===== config.mk =====
export PLATFORM = sky130hd
export DESIGN_NAME = ascon_lin_seq
export DESIGN_NICKNAME = d
export VERILOG_FILES = /design/src/rtl/ascon_lin_seq.sv
export SDC_FILE = /design/constraint.sdc
export NUM_CORES = 1
export LEC_CHECK = 0
export CORE_ASPECT_RATIO = 0.9
export CORE_MARGIN = 5
export CORE_UTILIZATION = 51
export DETAILED_ROUTE_END_ITERATION = 8
export GPL_TIMING_DRIVEN = 0
export PLACE_DENSITY = 0.85
export SYNTH_ARGS = -nofsm -noshare
export SYNTH_HDL_FRONTEND = slang
export SYNTH_SLANG_ARGS = --single-unit

===== constraint.sdc =====
create_clock -name clk -period 5.6 [get_ports clk]
set_clock_uncertainty 0.2 [all_clocks]
set_input_delay 1.68 -clock clk [delete_from_list [all_inputs] [get_ports clk]]
set_output_delay 1.68 -clock clk [all_outputs]
set_load 0.05 [all_outputs]

===== src/rtl/ascon_lin_seq.sv =====
`default_nettype none
// ---------------------------------------------------------------------------
// ascon_lin_seq : Ascon linear-layer sequencer driving the rv32 ISE rotate unit
// Revision 1.0
// ---------------------------------------------------------------------------
module ascon_lin_seq #(
  parameter int NUM_ROT = 2
) (
  input  logic        clk,
  input  logic        rst,
  input  logic        req_valid,
  output logic        req_ready,
  input  logic [31:0] req_xl,
  input  logic [31:0] req_xh,
  input  logic [5:0]  req_r0,
  input  logic [5:0]  req_r1,
  output logic        rsp_valid,
  input  logic        rsp_ready,
  output logic [31:0] rsp_yl,
  output logic [31:0] rsp_yh,
  output logic [31:0] ise_rs1,
  output logic [31:0] ise_rs2,
  output logic [4:0]  ise_imm,
  output logic        ise_op_rori_l,
  output logic        ise_op_rori_h,
  output logic        ise_op_iornot,
  output logic        ise_op_andnot,
  input  logic [31:0] ise_rd,
  output logic        busy
);

  localparam bit ONE_ROT = (NUM_ROT == 1);

  typedef enum logic [2:0] {
    IDLE = 3'd0,
    R0L  = 3'd1,
    R0H  = 3'd2,
    R1L  = 3'd3,
    R1H  = 3'd4,
    DONE = 3'd5
  } state_t;

  state_t      state;
  logic [31:0] x_l, x_h, acc_l, acc_h;
  logic [5:0]  r0, r1;
  logic [5:0]  step_r;
  logic        step_active;

  // Amounts >= 32 are realised by swapping halves; the residual shift is r[4:0].
  always_comb begin
    step_active   = (state == R0L) || (state == R0H) || (state == R1L) || (state == R1H);
    step_r        = ((state == R0L) || (state == R0H)) ? r0 : r1;
    ise_rs1       = '0;
    ise_rs2       = '0;
    ise_imm       = '0;
    ise_op_rori_l = (state == R0L) || (state == R1L);
    ise_op_rori_h = (state == R0H) || (state == R1H);
    if (step_active) begin
      ise_rs1 = step_r[5] ? x_h : x_l;
      ise_rs2 = step_r[5] ? x_l : x_h;
      ise_imm = step_r[4:0];
    end
  end

  assign ise_op_iornot = 1'b0;
  assign ise_op_andnot = 1'b0;
  assign rsp_yl        = rsp_valid ? acc_l : '0;
  assign rsp_yh        = rsp_valid ? acc_h : '0;

  always_ff @(posedge clk) begin
    if (rst) begin
      state     <= IDLE;
      x_l       <= '0;
      x_h       <= '0;
      acc_l     <= '0;
      acc_h     <= '0;
      r0        <= '0;
      r1        <= '0;
      req_ready <= 1'b1;
      rsp_valid <= 1'b0;
      busy      <= 1'b0;
    end else begin
      case (state)
        IDLE: begin
          if (req_valid) begin
            x_l       <= req_xl;
            x_h       <= req_xh;
            acc_l     <= req_xl;
            acc_h     <= req_xh;
            r0        <= req_r0;
            r1        <= req_r1;
            state     <= R0L;
            req_ready <= 1'b0;
            busy      <= 1'b1;
          end
        end
        R0L: begin
          acc_l <= acc_l ^ ise_rd;
          state <= R0H;
        end
        R0H: begin
          acc_h <= acc_h ^ ise_rd;
          if (ONE_ROT) begin
            state     <= DONE;
            rsp_valid <= 1'b1;
          end else begin
            state <= R1L;
          end
        end
        R1L: begin
          acc_l <= acc_l ^ ise_rd;
          state <= R1H;
        end
        R1H: begin
          acc_h     <= acc_h ^ ise_rd;
          state     <= DONE;
          rsp_valid <= 1'b1;
        end
        DONE: begin
          if (rsp_ready) begin
            state     <= IDLE;
            rsp_valid <= 1'b0;
            req_ready <= 1'b1;
            busy      <= 1'b0;
          end
        end
        default: begin
          state     <= IDLE;
          rsp_valid <= 1'b0;
          req_ready <= 1'b1;
          busy      <= 1'b0;
        end
      endcase
    end
  end

endmodule
`default_nettype wire


==> reports/metrics.yaml, run 1 <==
status: "complete, but fails checks"
violations: "design-rule violations"
syn-instance-count: 1073
drtPass1Iterations: 8
synth_area_leaders: "dfxtp_1, a21oi_1, nand2_1"
min_from: "r1[3]"
end_kind: "output pin"
worstMarginPinSlew_ns: 0.774
slew_violations: 0
grt_util_all_layers: 0.339
final.setup.tns_ns: 0
vias_per_cell: 5.99
synth_area_per_cell_sq_um: 7.31
yosysTopAreaCell: "dfxtp_1"
drc_errors: 1
vdd_drop_max_mv: 0.249
drt_iter0_drc: 1075
via_count: 9319
syn_area_sq_um: 7850
stdcell_area_sq_um: 11200
pin_count: 252
path_clk_slew_ns: 0.07
min_path_type: "reg2reg"
fp-row-count: 43
antenna_left: 0
max_freq_ghz: 0.187
cts_tree: "done"
clk_latency_ns: 0.43
hold_ws_ns: 0.253
max_slew_margin: 0.483
setup_viol: 0
core_area_sq_um: 15300
placed_cell_area_sq_um: 10600
rsz0062_at_grt: "false"
cp_cell_sequence: "buf_4, xnor2_1, o21ai_2, clkbuf_1, nand3_1, a21oi_1, clkdlybuf4s50_1"
cts_buffer_depth: 2
critPathTopFamily: "buffers and inverters"
finalPower_mw: 3.51
grt-ovfl-total: 0
die_w_microns: 141
postCtsHoldBufs: 0
post-dp-hpwl_microns: 24200
cts_resized: 0
h-tree-depth: 4
postCtsSetupRepairBufs: 0
antennaDiodeCount: 0
cp_slowest_stage_delay_ns: 0.86
cp_max_fo: 10
cellPowerDensity_nw_per_um2: 313
fin_nets: 1454
crit_arrival_ns: 3.46
crit_slowest_cell: "clkdlybuf4s50_1"
wl_per_cell_microns: 20.3
netlist-cell-type-count: 34
drive_gt1_frac: 0.0613
totalWireLength_microns: 31600
clock-sinks: 146
crit_buf_inv: 3
worstSetupStartpoint: "state[0]"
port_buffers: 249
grt_antenna_before_repair: 0
maxCapViolations: 0
synth_top_area_share: 0.372
finalCritPeriodShare: 0.953
start_kind: "flip-flop"
grt_start_max_net_pins: 17
dieArea_sq_um: 18000
hold_viol_final: 0
yosysWarningCount: 0
min_period_ns: 5.34
die_h_microns: 128
grt_pass1_vias: 8730
grt_pass1_wl_microns: 48000
cts_buffers: 17
worstSetupPathType: "reg2out"
p_leak_nw: 3.76
area_growth_pct: 42.7
rr_startpoint: "state[1]"
cp.required_ns: 3.72
ys_ff_latch: 146
ys_seq_area_frac: 0.372
initial_utilization: 0.514
clock-root-buffer: "clkbuf_16"
gp_congestion: 0.937
where the power goes:
group / internal (mW) / switching [mW]
Clock: 0.733 / 0.451
Sequential: 1.16 / 0.0959
Combinational: 0.372 / 0.698
worst paths after layout:
path,end,depth (start not counted),slack (ns)
worst max-delay path,ise_rs1[19],7,0.26
worst min-delay path,r1[3],2,0.25
worst max register to register,x_h[5],7,3.28
worst min register to register,r1[3],2,0.25
cell families after synthesis:
group                  Yosys count  synth area share
AND/OR/NAND/NOR                435             0.277
AO/OA/AOI/OAI                  349             0.273
flip-flops                     146             0.372
buffers and inverters          138            0.0727
XOR/XNOR                         4           0.00447
other                            1          0.000478
state kept, by name, indices dropped and copies added (netlist names):
name,flops
r0,6
x_h,32
acc_l,32
rsp_valid,1
acc_h,32
req_ready,1
state,3
r1,6
busy,1
x_l,32
synthesized netlist by cell type:
library cell and count:
a211oi_2 1, nand2b_1 2, a22oi_1 2, inv_2 1
xnor2_1 3, nand2_1 195, a31oi_1 32, nor3_1 1
o21bai_1 1, nor2_1 6, and3_1 2, o21ai_2 1
or2_1 22, o32ai_1 15, buf_4 5, clkbuf_1 78
a21oi_1 181, nor2b_1 1, dfxtp_1 146, a221o_1 1
o21ai_0 65, o32ai_2 17, or2_2 12, buf_6 2
and2_1 64, nor4b_1 32, buf_1 3, xor2_1 1
nand3_1 98, conb_1 1, buf_2 15, inv_1 34
a21boi_1 1, o21a_1 32
through the flow:
step	setup WS, ns	utilization	std cells
finish	0.261	0.733	1556
global route	0.139	0.733	1556
CTS	0.372	0.733	1556
detailed placement	0.832	0.693	1525
global placement	0.818	0.693	1525
floorplan	1.64	-	1074
cells in the final DEF (no fill, tap or decap), types with 2 or more instances in the layout:
| cell type | count |
|---|---|
| buf_2 | 15 |
| o21a_1 | 32 |
| o21ai_0 | 65 |
| a22oi_1 | 2 |
| or2_2 | 12 |
| a21oi_1 | 181 |
| buf_1 | 3 |
| bufinv_16 | 3 |
| buf_6 | 2 |
| xnor2_1 | 3 |
| or2_1 | 22 |
| dfxtp_1 | 146 |
| nand3_1 | 98 |
| a31oi_1 | 32 |
| clkbuf_8 | 3 |
| and2_1 | 64 |
| nor2_1 | 6 |
| o32ai_1 | 15 |
| clkbuf_1 | 80 |
| buf_4 | 5 |
| clkbuf_16 | 17 |
| conb_1 | 2 |
| nand2_1 | 195 |
| clkinv_2 | 3 |
| nor4b_1 | 32 |
| clkinv_4 | 2 |
| nand2b_1 | 2 |
| inv_1 | 34 |
| and3_1 | 2 |
| clkdlybuf4s50_1 | 249 |
| o32ai_2 | 17 |
layout make-up:
cell class / instances / area [sq um]
plain buffers: 103 / 439
clock buffers: 22 / 474
clock inverters: 9 / 130
flip-flops and latches: 146 / 2920
multi-input cells: 790 / 4360
fillers: 1227 / 4080
well taps: 202 / 253
inverters: 35 / 131
repair buffers: 249 / 2490
routing by layer:
metal | vias up | track usage | wire length [microns]
met5 | - | 0 | 0
met3 | 85 | 0.0959 | 3650
met2 | 620 | 0.521 | 14000
met1 | 4347 | 0.469 | 13100
li1 | 4267 | - | -
met4 | 0 | 0.0991 | 847
worst min-delay path: stages (launching register included):
cell,delay [ns]
dfxtp_1,0.31
nand2_1,0.05
a21oi_1,0.05
(Power assumes the default switching activity.)
==> run 2: changes to the inputs <==
- CORE_UTILIZATION: 51 -> 60
- DONT_BUFFER_PORTS: unset -> 1
- PLACE_DENSITY: 0.85 -> 0.74
==> reports/metrics.yaml, run 2 (synthesized netlist as in run 1, its figures left out) <==
status: "finished clean"
antennaDiodeCount: 0  # unchanged
end_kind: "output pin"
via_count: 8178  # -12%
min_from: "r1[0]"
whs_path_depth: 2  # unchanged
cts_buffers: 17  # unchanged
r2r_end: "x_h[3]"
cts_buffer_depth: 2  # unchanged
antenna_left: 0  # unchanged
grtUsageMet1: 0.509  # +0.0400
dp_cells: 1238  # -19%
use_met3: 0.120  # +0.0241
max_slew_margin: 0.165  # -0.318
final_cells: 1270  # -18%
area_growth_pct: 10.3
wl_per_cell_microns: 22.4  # +10%
postCtsHoldBufs: 0  # unchanged
final_common_cell: "nand2_1"
final.fill_count: 1187  # -3.3%
drc_errors: 0  # -1
grt_antenna_before_repair: 0  # unchanged
finalCritPeriodShare: 0.914  # -0.0394
h-tree-depth: 4  # unchanged
final.setup.tns_ns: 0  # unchanged
rr_startpoint: "state[1]"
utilization: 0.680  # -0.0531
r2r_cells: 7  # unchanged
finalPower_mw: 3.31  # -5.7%
grt_start_max_net_pins: 17  # unchanged
setup_viol: 0  # unchanged
vias_per_cell: 6.44  # +7.5%
maxCapViolations: 0  # unchanged
worstMarginPinSlew_ns: 1.26  # +0.482 ns
grt-ovfl-total: 0  # unchanged
dieArea_sq_um: 15500  # -14%
min_period_ns: 5.12  # -0.221 ns
die_h_microns: 118  # -7.2%
slew_violations: 0  # unchanged
drive_gt1_frac: 0.0769  # +0.0156
fp-row-count: 39  # -9.3%
crit_arrival_ns: 3.24  # -0.22 ns
grt_util_all_layers: 0.355  # +0.0151
regArea_sq_um: 2920  # unchanged
gp_congestion: 0.964  # +2.9%
hold_ws_ns: 0.256  # +0.00301 ns
final_cell_mix: "nand2_1, a21oi_1, dfxtp_1"
initial_utilization: 0.616  # +0.103
min_path_type: "reg2reg"
clock-root-buffer: "clkbuf_16"
vdd_drop_max_mv: 0.229  # -8.1%
cp.required_ns: 3.72  # about the same
cts_resized: 0  # unchanged
rrSetupSlack_ns: 3.23  # -0.05 ns
use_met2: 0.513  # -0.00776
setup_ws_ns: 0.482  # +0.221 ns
placed_cell_area_sq_um: 8060  # -24%
cts_tree: "done"
post-dp-hpwl_microns: 21500  # -11%
grt_pass1_wl_microns: 42800  # -11%
path_clk_slew_ns: 0.06  # about the same
stdcell_area_sq_um: 8660  # -23%
rsz0062_at_grt: "false"
multi_input_area_sq_um: 4360  # unchanged
fin_nets: 1205  # -17%
pin_count: 252  # unchanged
worstSetupPathType: "reg2out"
drtPass1Iterations: 6  # -2
die_w_microns: 131  # -7.3%
pre_cts_ws_ns: 1.05  # +0.220 ns
grt_pass1_vias: 7399  # -15%
holdPathEnd: "r1[0]"
start_kind: "flip-flop"
max_freq_ghz: 0.195  # +4.3%
postCtsSetupRepairBufs: 0  # unchanged
cp_max_fo: 10  # unchanged
grt-busiest-layer: "met2"
clk_latency_ns: 0.42  # about the same
totalWireLength_microns: 28500  # -9.9%
cellPowerDensity_nw_per_um2: 382  # +22%
port_buffers: 0  # -100%
core_area_sq_um: 12700  # -17%
p_leak_nw: 2.85  # -24%
drt_iter0_drc: 1212  # +13%
clock-sinks: 146  # unchanged
hold_viol_final: 0  # unchanged
-- run 2: per-layer routing --
layer  share of wire  up-vias
met4           0.023        0
li1                -     3785
met1            0.41     3818
met5               0        -
met3            0.14       59
met2            0.43      516
-- run 2: worst max path at each step --
stage,slack (ns),from,end
2_1_floorplan,1.64,state[0],ise_rs1[0]
3_3_place_gp,1.03,state[0],ise_rs1[20]
3_5_place_dp,1.05,state[0],ise_rs1[10]
4_1_cts,0.59,state[0],ise_rs1[10]
5_1_grt,0.36,state[0],ise_rs1[20]
6_report,0.48,state[0],ise_rs1[18]
-- run 2: critical path, cell delays in order (launching register included) --
cell	delay [ns]
dfxtp_1	0.42
buf_4	0.24
xnor2_1	0.16
o21ai_2	0.42
clkbuf_1	0.47
nand3_1	0.14
a21oi_1	0.97
-- run 2: where the power goes --
part           internal [mW]  leakage [nW]  switching (mW)  total (mW)
combinational          0.237          1.36           0.644       0.881
clock                  0.712         0.293           0.459        1.17
sequential              1.16          1.20          0.0988        1.26
-- run 2: final cells by class --
| class | count | share of cell area |
|---|---|---|
| plain buffers | 103 | 0.0507 |
| clock buffers | 19 | 0.0511 |
| clock inverters | 13 | 0.0185 |
| inverters | 35 | 0.0152 |
| multi-input cells | 790 | 0.503 |
| flip-flops and latches | 146 | 0.338 |
| well taps | 164 | 0.0237 |
==> run 3: changes to the inputs <==
- GPL_TIMING_DRIVEN: 0 -> unset
- SETUP_SLACK_MARGIN: unset -> 0.5
==> reports/metrics.yaml, run 3 (synthesized netlist as in run 1, its figures left out) <==
rsz0062_at_grt: "false"
cp_max_fo: 40  # +30
antennaDiodeCount: 0  # unchanged
holdPathEnd: "r1[2]"
drc_errors: 0  # unchanged
maxCapViolations: 0  # unchanged
cts_buffers: 17  # unchanged
dieArea_sq_um: 15500  # unchanged
finalPower_mw: 3.19  # -3.5%
h-tree-depth: 4  # unchanged
drt_iter0_drc: 1243  # +2.6%
grt_antenna_before_repair: 0  # unchanged
final.fill_count: 1101  # -7.2%
wl_per_cell_microns: 21.0  # -6.1%
p_leak_nw: 3.09  # +8.6%
rrSetupSlack_ns: 2.48  # -0.75 ns
vdd_drop_max_mv: 0.257  # +12%
cellPowerDensity_nw_per_um2: 359  # -6.1%
initial_utilization: 0.616  # unchanged
drtPass1Iterations: 6  # unchanged
rr_startpoint: "state[0]"
fin_nets: 1186  # -1.6%
max_freq_ghz: 0.210  # +7.4%
clk_latency_ns: 0.43  # about the same
min_path_type: "reg2reg"
start_kind: "flip-flop"
final.setup.tns_ns: 0  # unchanged
pin_count: 252  # unchanged
worstMarginPinSlew_ns: 1.02  # -0.232 ns
r2r_cells: 6  # -1
final_common_cell: "nand2_1"
post-dp-hpwl_microns: 17400  # -19%
die_h_microns: 118  # unchanged
final_cell_mix: "nand2_1, a21oi_1, dfxtp_1"
fp-row-count: 39  # unchanged
min_period_ns: 4.76  # -0.354 ns
via_count: 8103  # -0.92%
drive_gt1_frac: 0.147  # +0.0703
area_growth_pct: 13.4
vias_per_cell: 6.48  # +0.59%
setup_viol: 0  # unchanged
cp.required_ns: 3.72  # about the same
core_area_sq_um: 12700  # unchanged
slew_violations: 0  # unchanged
max_slew_margin: 0.317  # +0.152
die_w_microns: 131  # unchanged
gp_congestion: 0.907  # -6.0%
clock-sinks: 146  # unchanged
antenna_left: 0  # unchanged
crit_arrival_ns: 2.88  # -0.36 ns
port_buffers: 0  # unchanged
hold_viol_final: 0  # unchanged
whs_path_depth: 2  # unchanged
end_kind: "output pin"
clock-root-buffer: "clkbuf_16"
cts_buffer_depth: 2  # unchanged
path_clk_slew_ns: 0.06  # about the same
grt_start_max_net_pins: 148  # +131
worstSetupPathType: "reg2out"
cts_tree: "done"
min_from: "r1[2]"
grt_util_all_layers: 0.325  # -0.0300
status: "finished clean"
totalWireLength_microns: 26300  # -7.5%
grt_pass1_wl_microns: 39600  # -7.4%
grt-ovfl-total: 0  # unchanged
finalCritPeriodShare: 0.851  # -0.0633
r2r_end: "acc_l[10]"
grt_pass1_vias: 6843  # -7.5%
[run 3: cell count changes in the layout (fill, tap and decap cells not counted), moves of 2 or more]
cell / before / now
and3_1: 2 / 0
buf_1: 3 / 0
buf_2: 15 / 0
buf_4: 5 / 83
buf_6: 2 / 0
bufinv_16: 3 / 0
clkbuf_1: 79 / 0
clkbuf_8: 1 / 4
nand3_1: 98 / 96
nand3_4: 0 / 2
xnor2_1: 3 / 1
xnor2_2: 0 / 2
[run 3: cell type report]
cell class / instances / area, sq um / share of cell area
clock inverters: 11 / 77.6 / 0.00872
flip-flops and latches: 146 / 2920 / 0.329
multi-input cells: 791 / 4460 / 0.501
well taps: 164 / 205 / 0.0231
repair buffers: 83 / 623 / 0.0700
clock buffers: 21 / 480 / 0.0540
inverters: 35 / 131 / 0.0148
[run 3: what timing repair did]
action                     4_1_cts  5_1_grt
hold buffers                     0        0
setup buffers                    0        0
resized for setup                0        3
setup endpoints to repair        0       57
[run 3: worst max-delay path, cell delays in order, from the launching register on]
cell and delay, ns:
dfxtp_1 0.37, buf_4 0.44, xnor2_1 0.21, o21ai_4 0.45
buf_4 0.38, nand3_1 0.11, a21oi_1 0.23, buf_4 0.25
[run 3: how the worst max path moves through the flow]
stage	endpoint	slack, ns	startpoint	cells after the start
6_report	ise_rs1[22]	0.84	state[0]	7
5_1_grt	ise_rs2[16]	0.65	state[2]	6
3_5_place_dp	ise_rs1[22]	1.04	state[1]	5
2_1_floorplan	ise_rs1[0]	1.64	state[0]	6
3_3_place_gp	ise_rs1[22]	1.10	state[1]	5
4_1_cts	ise_rs1[22]	0.60	state[1]	5
[run 3: power by group]
part	switching (mW)	internal, mW	leakage (nW)
sequential	0.115	1.16	1.20
combinational	0.588	0.261	1.62
clock	0.459	0.614	0.272
total	1.16	2.03	3.09
[run 3: layer usage]
layer  routed length (microns)  global-route usage  vias up  share of wire
met5                         0                   0        -              0
met4                       533              0.0861        0          0.020
met2                     10900               0.422      531           0.41
met3                      3880               0.115       47           0.15
met1                     11100               0.503     3782           0.42
li1                          -                   -     3743              -
[run 3: per-stage QoR]
step           area (sq um)  std cells   util  setup slack [ns]  hold WS (ns)
2_1_floorplan          7850       1074      -              1.64         0.237
3_3_place_gp           8310       1218  0.653              1.10         0.238
3_5_place_dp           8310       1218  0.653              1.04         0.242
4_1_cts                8870       1250  0.697             0.597         0.250
5_1_grt                8900       1251  0.699             0.646         0.269
6_report               8900       1251  0.699             0.836         0.257
